`config.mk`:
```
export PLATFORM = sky130hd
export DESIGN_NAME = cpu_controller
export DESIGN_NICKNAME = d
export VERILOG_FILES = /design/src/rtl/cpu_pkg.sv /design/src/rtl/cpu_controller_alu_timeout_counter.sv /design/src/rtl/cpu_controller.sv
export SDC_FILE = /design/constraint.sdc
export NUM_CORES = 1
export LEC_CHECK = 0
export ABC_AREA = 1
export CAP_MARGIN = 10
export CORE_MARGIN = 4
export CORE_UTILIZATION = 48
export DETAILED_ROUTE_END_ITERATION = 7
export PLACE_DENSITY_LB_ADDON = 0.08
export SYNTH_ARGS = -nofsm -noshare
export SYNTH_HDL_FRONTEND = slang
export SYNTH_HIERARCHICAL = 1
export SYNTH_SLANG_ARGS = --single-unit
```
`constraint.sdc`:
```
create_clock -name clk -period 2.77 [get_ports clk]
set_clock_uncertainty 0.15 [all_clocks]
set_input_delay 0.4155 -clock clk [delete_from_list [all_inputs] [get_ports clk]]
set_output_delay 0.4155 -clock clk [all_outputs]
set_load 0.005 [all_outputs]
```
`src/rtl/cpu_pkg.sv`:
```
// Shared definitions for the CPU sequencing controller: state encoding,
// opcodes and the default ALU wait limit.
package cpu_pkg;

   typedef enum logic [2:0] {
      ST_IDLE      = 3'd0,
      ST_FETCH     = 3'd1,
      ST_DECODE    = 3'd2,
      ST_EXECUTE   = 3'd3,
      ST_WRITEBACK = 3'd4,
      ST_HALT      = 3'd5
   } state_e;

   localparam logic [1:0] OP_ALU0 = 2'b00;
   localparam logic [1:0] OP_ALU1 = 2'b01;
   localparam logic [1:0] OP_BR   = 2'b10;
   localparam logic [1:0] OP_HALT = 2'b11;

   localparam int unsigned ALU_TIMEOUT_DEF = 15;

   localparam int unsigned RETIRED_W = 16;

   function automatic logic is_busy_state(state_e s);
      return (s != ST_IDLE) && (s != ST_HALT);
   endfunction

endpackage

```
`src/rtl/cpu_controller_alu_timeout_counter.sv`:
```
// Counts EXECUTE cycles spent without alu_done; tc flags the cycle in which
// the count reaches LIMIT.
module alu_timeout_counter #(
   parameter int unsigned LIMIT = 15
) (
   input  logic clk,
   input  logic reset,
   input  logic clear,
   input  logic enable,
   output logic tc
);

   localparam int unsigned CW = $clog2(LIMIT + 1);

   logic [CW-1:0] count_q;
   logic [CW-1:0] count_d;

   // Saturates at the terminal value so it can never wrap.
   always_comb begin
      count_d = count_q;
      if (clear) begin
         count_d = '0;
      end else if (enable && !tc) begin
         count_d = count_q + CW'(1);
      end
   end

   always_ff @(posedge clk) begin
      if (reset) begin
         count_q <= '0;
      end else begin
         count_q <= count_d;
      end
   end

   assign tc = (count_q == CW'(LIMIT - 1));

endmodule

```
`src/rtl/cpu_controller.sv`:
```
// Fetch/decode/execute/writeback sequencer; all outputs are registered and
// each strobe is computed from the state the FSM is about to enter.
module cpu_controller
   import cpu_pkg::*;
#(
   parameter int unsigned INSTRUCTION_WIDTH = 16,
   parameter int unsigned DATA_WIDTH        = 16,
   parameter int unsigned ALU_TIMEOUT       = ALU_TIMEOUT_DEF
) (
   input  logic                         clk,
   input  logic                         reset,
   input  logic                         run,
   input  logic [INSTRUCTION_WIDTH-1:0] instruction_in,
   input  logic                         alu_done,
   input  logic [DATA_WIDTH-1:0]        alu_result,
   output logic                         en_pc,
   output logic                         alu_start,
   output logic [1:0]                   alu_op,
   output logic                         reg_we,
   output logic [DATA_WIDTH-1:0]        last_alu_result,
   output logic [15:0]                  retired_count,
   output logic                         busy,
   output logic                         halted,
   output logic                         timeout_err,
   output logic [2:0]                   state
);

   state_e                       state_q, state_d;
   logic [INSTRUCTION_WIDTH-1:0] ir_q, ir_d;
   logic [DATA_WIDTH-1:0]        last_q, last_d;
   logic [RETIRED_W-1:0]         retired_q, retired_d;
   logic                         timeout_q, timeout_d;
   logic                         en_pc_q, en_pc_d;
   logic                         alu_start_q, alu_start_d;
   logic [1:0]                   alu_op_q, alu_op_d;
   logic                         reg_we_q, reg_we_d;
   logic                         busy_q, busy_d;
   logic                         halted_q, halted_d;

   logic cnt_clear;
   logic cnt_enable;
   logic cnt_tc;

   alu_timeout_counter #(
      .LIMIT (ALU_TIMEOUT)
   ) u_timeout (
      .clk    (clk),
      .reset  (reset),
      .clear  (cnt_clear),
      .enable (cnt_enable),
      .tc     (cnt_tc)
   );

   // Next-state and datapath updates.
   always_comb begin
      state_d   = state_q;
      ir_d      = ir_q;
      last_d    = last_q;
      retired_d = retired_q;
      timeout_d = timeout_q;
      unique case (state_q)
         ST_IDLE: begin
            if (run) state_d = ST_FETCH;
         end
         ST_FETCH: begin
            ir_d    = instruction_in;
            state_d = ST_DECODE;
         end
         ST_DECODE: begin
            unique case (ir_q[1:0])
               OP_BR: begin
                  retired_d = retired_q + RETIRED_W'(1);
                  state_d   = ST_FETCH;
               end
               OP_HALT: state_d = ST_HALT;
               default: state_d = ST_EXECUTE;
            endcase
         end
         ST_EXECUTE: begin
            if (alu_done) begin
               last_d  = alu_result;
               state_d = ST_WRITEBACK;
            end else if (cnt_tc) begin
               timeout_d = 1'b1;
               state_d   = ST_HALT;
            end
         end
         ST_WRITEBACK: begin
            retired_d = retired_q + RETIRED_W'(1);
            state_d   = ST_FETCH;
         end
         ST_HALT: state_d = ST_HALT;
         default: state_d = ST_IDLE;
      endcase
   end

   // Registered outputs describe the state being entered.
   always_comb begin
      en_pc_d     = ((state_d == ST_DECODE) && (ir_d[1:0] == OP_BR))
                    || (state_d == ST_WRITEBACK);
      alu_start_d = (state_d == ST_EXECUTE) && (state_q != ST_EXECUTE);
      alu_op_d    = (state_d == ST_EXECUTE) ? ir_d[1:0] : 2'b00;
      reg_we_d    = (state_d == ST_WRITEBACK);
      busy_d      = is_busy_state(state_d);
      halted_d    = (state_d == ST_HALT);
      cnt_clear   = alu_start_d;
      cnt_enable  = (state_q == ST_EXECUTE) && !alu_done;
   end

   always_ff @(posedge clk) begin
      if (reset) begin
         state_q     <= ST_IDLE;
         ir_q        <= '0;
         last_q      <= '0;
         retired_q   <= '0;
         timeout_q   <= 1'b0;
         en_pc_q     <= 1'b0;
         alu_start_q <= 1'b0;
         alu_op_q    <= 2'b00;
         reg_we_q    <= 1'b0;
         busy_q      <= 1'b0;
         halted_q    <= 1'b0;
      end else begin
         state_q     <= state_d;
         ir_q        <= ir_d;
         last_q      <= last_d;
         retired_q   <= retired_d;
         timeout_q   <= timeout_d;
         en_pc_q     <= en_pc_d;
         alu_start_q <= alu_start_d;
         alu_op_q    <= alu_op_d;
         reg_we_q    <= reg_we_d;
         busy_q      <= busy_d;
         halted_q    <= halted_d;
      end
   end

   // Operand fields of ir are decoded elsewhere; only the opcode matters here.
   logic unused_ir_bits;
   assign unused_ir_bits = ^ir_q[INSTRUCTION_WIDTH-1:2];

   assign en_pc           = en_pc_q;
   assign alu_start       = alu_start_q;
   assign alu_op          = alu_op_q;
   assign reg_we          = reg_we_q;
   assign last_alu_result = last_q;
   assign retired_count   = retired_q;
   assign busy            = busy_q;
   assign halted          = halted_q;
   assign timeout_err     = timeout_q;
   assign state           = state_q;

endmodule

```
### After elaboration in Yosys (flattened, before gate mapping)

Cells that the tools add are included.

* add/subtract/negate cells: 2
* eq/ne operators: 16
* multiplexer cells: 8
* bitwise gates (word level): 2
* reduce and logical (&&, ||, !) cells: 16

Operator list (count)
* 16-bit case mux with 2 select lines: 1
* 3-bit case mux with 6 select lines: 1
* 16-bit by 1-bit adder with 16-bit output, second input constant: 1
* 16-bit two-way mux: 1
* 3-bit by 2-bit equality test with 1-bit output, second input constant: 4
* 3-bit equality test, second input constant: 4
* 3-bit two-way mux: 3
* 2-bit equality test, second input constant: 3
* 3-bit case mux with 2 select lines: 1
* 1-bit logical AND: 5
* 4-bit by 1-bit adder with 4-bit output, second input constant: 1
* 4-bit equality test, second input constant: 1
* 2-bit AND reduction: 2
* 2-bit OR reduction: 2
* 3-bit by 1-bit equality test with 1-bit output, second input constant: 1
* 3-bit zero test: 1
* 3-bit by 2-bit inequality test with 1-bit output, second input constant: 1
* 3-bit inequality test, second input constant: 1
* 3-bit AND reduction: 1
* 3-bit nonzero test: 1
* 1-bit zero test: 2
* 2-bit two-way mux: 1
* 2-bit inequality test, second input constant: 1
* 1-bit NOT: 2
* 2 further kinds: 2

* bits in registers: 49
* input port bits: 36
* output and inout port bits: 43
* word-level logic and storage cells: 56

### Depth between registers and ports, before layout

Gate-level depths: netlist (run 1).

* depth after elaboration: 7
* depth in mapped cells: 9
* gate-level depth less buffers: 9

### Modules after synthesis

The synthesis (run 1) kept the hierarchy.

Modules (own cells, without submodules)
* cpu_controller: instances 1, cells an instance 279, area an instance 2031.9 um^2, sequential area each 900.9 um^2
* alu_timeout_counter: instances 1, cells an instance 31, area an instance 236.5 um^2, sequential area each 80.1 um^2

### Least setup slack after synthesis (run 1)

No wires, ideal clock.

* kind: register to register
* start point: register u_timeout.count_q[0]
* end point: register alu_op_q[0], in the netlist alu_op[0]
* setup time: 64 ps
* arrival time: 1309 ps
* required time: 2556 ps
* path slack: 1247 ps
* cell stages (with the launch flop): 10
* buffers on the path: 0
* period minus slack after synthesis: 1523 ps
* cell sequence: dfxtp_1 > inv_1 > ha_1 > nand3_2 > inv_1 > o21ai_0 > a21oi_2 > nor2_1 > nand2_1 > nor2_1

* longest elaborated chain between the ends: 7

RTL lines
* start, declared: line cpu_controller_alu_timeout_counter.sv:15 `logic [CW-1:0] count_q;`
* start signal, assigned: line cpu_controller_alu_timeout_counter.sv:32 `count_q <= count_d;`
* 4-bit equality test: line cpu_controller_alu_timeout_counter.sv:36 `assign tc = (count_q == CW'(LIMIT - 1));`
* named net cnt_tc: line cpu_controller.sv:42 `logic cnt_tc;`
* 3-bit two-way mux: line cpu_controller.sv:83 `end else if (cnt_tc) begin`
* 3-bit two-way mux: line cpu_controller.sv:80 `if (alu_done) begin`
* 3-bit case mux with 6 select lines: line cpu_controller.sv:61 `unique case (state_q)`
* 3-bit by 2-bit equality test with 1-bit output: line cpu_controller.sv:102 `alu_op_d = (state_d == ST_EXECUTE) ? ir_d[1:0] : 2'b00;`
* 1-bit NOT (no source line)
* 2-bit OR reduction (no source line)
* end signal, assigned: line cpu_controller.sv:131 `alu_op_q <= alu_op_d;`
* end, declared: line cpu_controller.sv:35 `logic [1:0] alu_op_q, alu_op_d;`

The timed path passes the listed nets, and every way through them passes these cells.
A chain may end at the register's enable or synchronous reset.

### Final worst setup path (run 1)

* start point: register state_q[2], in the netlist state[2]
* end point: output port state[2]

RTL lines
* start, declared: line cpu_controller.sv:28 `state_e state_q, state_d;`
* start signal, assigned: line cpu_controller.sv:124 `state_q <= state_d;`
* end, declared: line cpu_controller.sv:25 `output logic [2:0] state`

No word-level cell between the ends.

==> results.ini, run 1 <==
[sta]
period_minus_slack_ns=2.065
maxSlewViolCount=0
worst_pin_slew_ns=0.4647
period_share_pct=74.54
fin_tns_setup_ns=0
finalHoldViolations=0
rsz0062_at_grt=no
worst_slack_ns=0.7054
fmax_mhz=484.3
whs_ns=0.3127
relSlewSlack_pct=68.98
setup_viol=0

[worst_setup_path]
cp-start-kind=flop
crit_chain=clkdlybuf4s50_1
cp.buffers_inverters=1
slowest_stage=dfxtp_1
critPathKind=flop to output pin
cpLargestDelayFamily=flip-flops
cp.arrival_ns=1.50
required_ns=2.20
worst_setup_path_end_kind=output pin
cpPeakStageDelay_ns=0.61
crit_path_max_fanout=9

[synthesis]
netlist_top_cells_area=dfxtp_1, nand2_1, nand3_1
yosys-mux-area-fraction_pct=0
synthXorXnorAreaFrac_pct=0
ys_ff_latch=49
avgSynthCellArea_um2=7.318
synth_top_area_share_pct=43.24
synthSimpleGateAreaFrac_pct=35.47
synthCells=310
synth_nets=349
post-synth-top-area-cell=dfxtp_1
yosysUniqueCellTypes=28
netlist_area_um2=2268
yosysWarnings=6
synth-adder-area-share_pct=1.655
synth_compound_area_share_pct=10.70
seq_area_frac_synth_pct=43.24
synth_top_family_by_area=simple AND/OR/NAND/NOR gates

[drt]
avgViaCountPerCell=5.014
drt-total-wl_mm=4.985
drt-initial-drc-count=92
vias=2131
wire_per_inst_um=11.73
ant_nets=0
firstDrtPassIters=4
drc_errors=0

[final_layout]
seqCellArea_um2=980.9
fill_cells=381
multi_input_area_um2=1085
syn2layout_area_growth_pct=32.60
final_cell_area_um2=3008
utilization_pct=67.23
final_cells=425
drive_gt1_share_pct=8.579
antenna_cells=0
final_nets=412

[pwr]
p_leak_nw=1.110
ir_worst_vdd_v=0.0003436
power_mw=1.287
powerDensity_nw_per_um2=428.0

[die]
start_util_pct=50.70
rows=24
die_w_um=76.75
ios=79
core_um2=4474
die_area_um2=5890
die-height_um=76.75

[worst_hold_path]
holdCritPathClass=flop to flop

[placement]
dpl_cell_area_um2=2922
dpl.hpwl_mm=3.712
portBuffers=64
gp_congestion=0.8629
post-place-ws_ns=0.9515
numPlacedInstances=418

[clocking]
ctsResizeCount=0
post_cts_buffers=0
clock_sinks=49
insertion_delay_ns=0.29
postCtsHoldBufs=0
cts_inserted_buffers=5
cts_tree=yes
cts_root_buf=clkbuf_8
htree_levels=2
clk_pin_slew_ns=0.08
clk_path_buf_depth=2

[grt]
grt_pass1_vias=1993
grt_pass1_wl_mm=8.638
grt_overflow=0
grt_antenna_before_repair=0
gr-usage-all-layers_pct=17.53
grt_max_degree=31

[run]
drv_cap=0

[status]
status=complete, no violations

[per-layer routing]
| layer | vias up | routed length [um] | GRT usage (%) |
|---|---|---|---|
| met5 | - | 0 | 0 |
| met4 | 0 | 40 | 4.348 |
| met2 | 54 | 2352 | 30.14 |
| met3 | 6 | 495 | 9.016 |
| met1 | 946 | 2096 | 19.00 |
| li1 | 1125 | - | - |
[cells in the final DEF (no fill, tap or decap), drive strengths merged]
master	synthesis	routed
inv	34	34
dfxtp	49	49
nand4	7	7
a21oi	29	29
nand2	78	78
ha	3	3
nor3	6	6
clkdlybuf4s50	0	64
nand3	33	33
o21ai	16	16
clkbuf	3	7
a31oi	1	1
buf	8	3
nor3b	1	1
nor2	42	42
[power by group]
part           total, mW  switching [mW]  internal (mW)
Clock              0.419           0.220          0.198
Combinational      0.141          0.0728         0.0679
Sequential         0.728          0.0110          0.717
[tightest hold or removal path: cells and delay by family (launching register included)]
family	cells	cell delay [ns]
flip-flops	1	0.31
AND/OR/NAND/NOR	1	0.06
AO/OA/AOI/OAI	1	0.05
[path summary, 6_finish.rpt]
path	start	endpoint	slack, ns	depth (start not counted)
max reg2reg	state[2]$_SDFF_PP0_	busy$_SDFF_PP0_	0.98	7
min reg2reg	last_alu_result[13]$_SDFFE_PP0P_	last_alu_result[13]$_SDFFE_PP0P_	0.31	2
min	last_alu_result[13]$_SDFFE_PP0P_	last_alu_result[13]$_SDFFE_PP0P_	0.31	2
max	state[2]$_SDFF_PP0_	state[2]	0.71	1
[state kept, by name (all words and copies together) (netlist names), 2 cells and up]
name               count
u_timeout/count_q      4
retired_count         16
alu_op                 2
last_alu_result       16
ir_q                   2
state                  3
[cells by family (layout without fill, tap and decap cells)]
family,count (synthesis),count (layout)
compound gates,46,46
fa+ha+maj,3,3
buf+inv,45,108
flops,49,49
simple gates,167,167
[cells in the mapped netlist]
library cell,count
inv_2,3
nor2_1,34
a21oi_2,1
o21ai_2,2
buf_6,1
buf_4,3
ha_1,3
nand3_4,1
buf_2,3
buf_8,1
nand2_2,3
a21oi_1,28
o21ai_0,10
nand2_1,73
inv_1,31
nand2_4,2
o21ai_1,4
nor2_8,2
a31oi_1,1
nor2_4,2
nor3b_2,1
clkbuf_1,3
nand3_2,2
nor3_1,6
nand4_1,7
nor2_2,4
dfxtp_1,49
nand3_1,30
[area by class of cell]
cell class,instances,share of cell area (%)
tap,52,2.163
clock buffer,7,2.870
inverter,34,4.243
timing repair buffer,67,22.05
sequential,49,32.61
multi-input combinational,216,36.06
(Power assumes the default switching activity.)
==> run 2: changes to the inputs <==
Settings changed: CORE_UTILIZATION 48 to 45.
Clock period 2.77 ns to 2.1 ns, I/O delays scaled along.
==> results.ini, run 2 (same netlist as run 1, synthesis figures left out) <==
[final_layout]
syn2layout_area_growth_pct=33.26  ; was 32.60%
final_nets=412  ; unchanged
final_cells=441  ; was 425
final_cell_mix=nand2_1, clkdlybuf4s50_1, dfxtp_1  ; unchanged
mostFrequentLayoutCell=nand2_1  ; unchanged
seqCellArea_um2=980.9  ; unchanged
antenna_cells=0  ; unchanged
multi_input_area_um2=1085  ; unchanged
fill_cells=470  ; was 381
drive_gt1_share_pct=8.824  ; was 8.579%

[drt]
drc_errors=0  ; unchanged
firstDrtPassIters=4  ; unchanged
drt-initial-drc-count=153  ; was 92
avgViaCountPerCell=4.864  ; was 5.014
ant_nets=0  ; unchanged
drt-total-wl_mm=5.248  ; was 4.985 mm
wire_per_inst_um=11.90  ; was 11.73 um
vias=2145  ; was 2,131

[clocking]
htree_levels=2  ; unchanged
post_cts_buffers=0  ; unchanged
ctsResizeCount=0  ; unchanged
clk_pin_slew_ns=0.09  ; was 0.08 ns
cts_tree=yes  ; unchanged
postCtsHoldBufs=0  ; unchanged
cts_root_buf=clkbuf_8  ; unchanged
insertion_delay_ns=0.29  ; about the same
cts_inserted_buffers=5  ; unchanged
clock_sinks=49  ; unchanged
clk_path_buf_depth=2  ; unchanged

[sta]
relSlewSlack_pct=67.19  ; was 68.98%
fin_tns_setup_ns=0  ; unchanged
finalHoldViolations=0  ; unchanged
setup_viol=0  ; unchanged
fmax_mhz=499.4
maxSlewViolCount=0  ; unchanged
period_minus_slack_ns=2.002
rsz0062_at_grt=no  ; unchanged
period_share_pct=95.35
worst_pin_slew_ns=0.4915  ; was 0.4647 ns

[grt]
grt_max_degree=31  ; unchanged
gr-usage-all-layers_pct=17.76  ; was 17.53%
grt_antenna_before_repair=0  ; unchanged
grt_pass1_wl_mm=8.997  ; was 8.638 mm
grt_overflow=0  ; unchanged
grt_pass1_vias=2022  ; was 1,993

[die]
die_w_um=79  ; was 76.75 um
rows=25  ; was 24
die_area_um2=6241  ; was 5890 um^2
die-height_um=79  ; was 76.75 um
ios=79  ; unchanged
start_util_pct=47.09  ; was 50.70%
core_um2=4817  ; was 4474 um^2

[worst_setup_path]
crit_path_max_fanout=9  ; unchanged
cp.arrival_ns=1.54  ; was 1.50 ns
cpLargestDelayFamily=flip-flops  ; unchanged
cpPeakStageDelay_ns=0.64  ; was 0.61 ns
slowest_stage=dfxtp_1  ; unchanged
worst_setup_path_end_kind=output pin  ; unchanged
cp-start-kind=flop  ; unchanged
crit_chain=clkdlybuf4s50_1  ; unchanged
critPathKind=flop to output pin  ; unchanged
cp.buffers_inverters=1  ; unchanged
critPathLaunch=state[2]$_SDFF_PP0_  ; unchanged
r2r_start=u_timeout/count_q[0]$_SDFFE_PP0P_  ; was state[2]$_SDFF_PP0_
required_ns=1.63  ; was 2.20 ns

[worst_hold_path]
hp-start=last_alu_result[8]$_SDFFE_PP0P_  ; was last_alu_result[13]$_SDFFE_PP0P_
holdCritPathClass=flop to flop  ; unchanged

[pwr]
p_leak_nw=1.110  ; about the same
powerDensity_nw_per_um2=556.4  ; was 428.0 nW/um^2
power_switching_uw=415.1  ; was 303.9 uW
combPwrFrac_pct=11.1  ; was 10.9%
seq_power_share_pct=57.1  ; was 56.6%
swShare_pct=24.68  ; was 23.61%
p_int_mw=1.267  ; was 983.3 uW
ir_worst_vdd_v=0.0004286  ; was 0.0003436 V
pwr-share-clk_pct=31.8  ; was 32.5%

[placement]
numPlacedInstances=433  ; was 418
dpl.hpwl_mm=3.821  ; was 3.712 mm
portBuffers=64  ; unchanged
gp_congestion=0.8698  ; was 0.8629

[status]
status=complete, no violations  ; unchanged

[run]
drv_cap=0  ; unchanged

run 2: cell count changes in the layout (fill, tap and decap cells not counted), sizes merged:
cell,delta
clkbuf,-1
clkinv,+2
run 2: metrics by stage:
step / utilization [%] / hold slack (ns) / setup WS (ns) / power [mW] / cell area, um^2
after floorplan: - / 0.3056 / 0.5767 / 1.083 / 2268
after global placement: 61.04 / 0.2974 / 0.3678 / 1.168 / 2940
after detailed placement: 61.04 / 0.3063 / 0.3509 / 1.171 / 2940
after CTS: 62.75 / 0.3180 / 0.06983 / 1.706 / 3023
after global routing: 62.75 / 0.3389 / 0.02226 / 1.762 / 3023
final: 62.75 / 0.3180 / 0.09764 / 1.682 / 3023
run 2: final timing paths:
path | slack, ns | depth (start not counted) | endpoint
hold reg to reg | 0.32 | 2 | last_alu_result[8]$_SDFFE_PP0P_
setup reg to reg | 0.33 | 9 | alu_op[0]$_SDFF_PP0_
hold / removal | 0.32 | 2 | last_alu_result[8]$_SDFFE_PP0P_
setup / recovery | 0.1 | 1 | state[2]
run 2: worst min-delay path: stages (launching register included):
cell	delay [ns]
dfxtp_1	0.32
nand2_1	0.06
a21oi_1	0.05
run 2: power by group through the flow:
stage	sequential, mW	combinational [mW]	clock [mW]
floorplan	0.981	0.102	0
global placement	0.982	0.186	0
detailed placement	0.983	0.188	0
CTS	0.961	0.189	0.556
global route	0.964	0.207	0.591
finish	0.961	0.187	0.534
run 2: layer usage:
metal / global-route usage, % / up-vias / part of all wire, %
li1: - / 1124 / -
met1: 22.05 / 960 / 47
met2: 29.21 / 57 / 46
met3: 4.989 / 4 / 6.7
met4: 6.701 / 0 / 0.91
met5: 0 / - / 0
run 2: layout make-up:
type                    instances  share of cell area [%]
clock buffers                   6                   2.401
clock inverters                 2                  0.3311
inverters                      34                   4.222
multi-input cells             216                   35.89
flip-flops and latches         49                   32.45
well taps                      67                   2.773
repair buffers                 67                   21.94
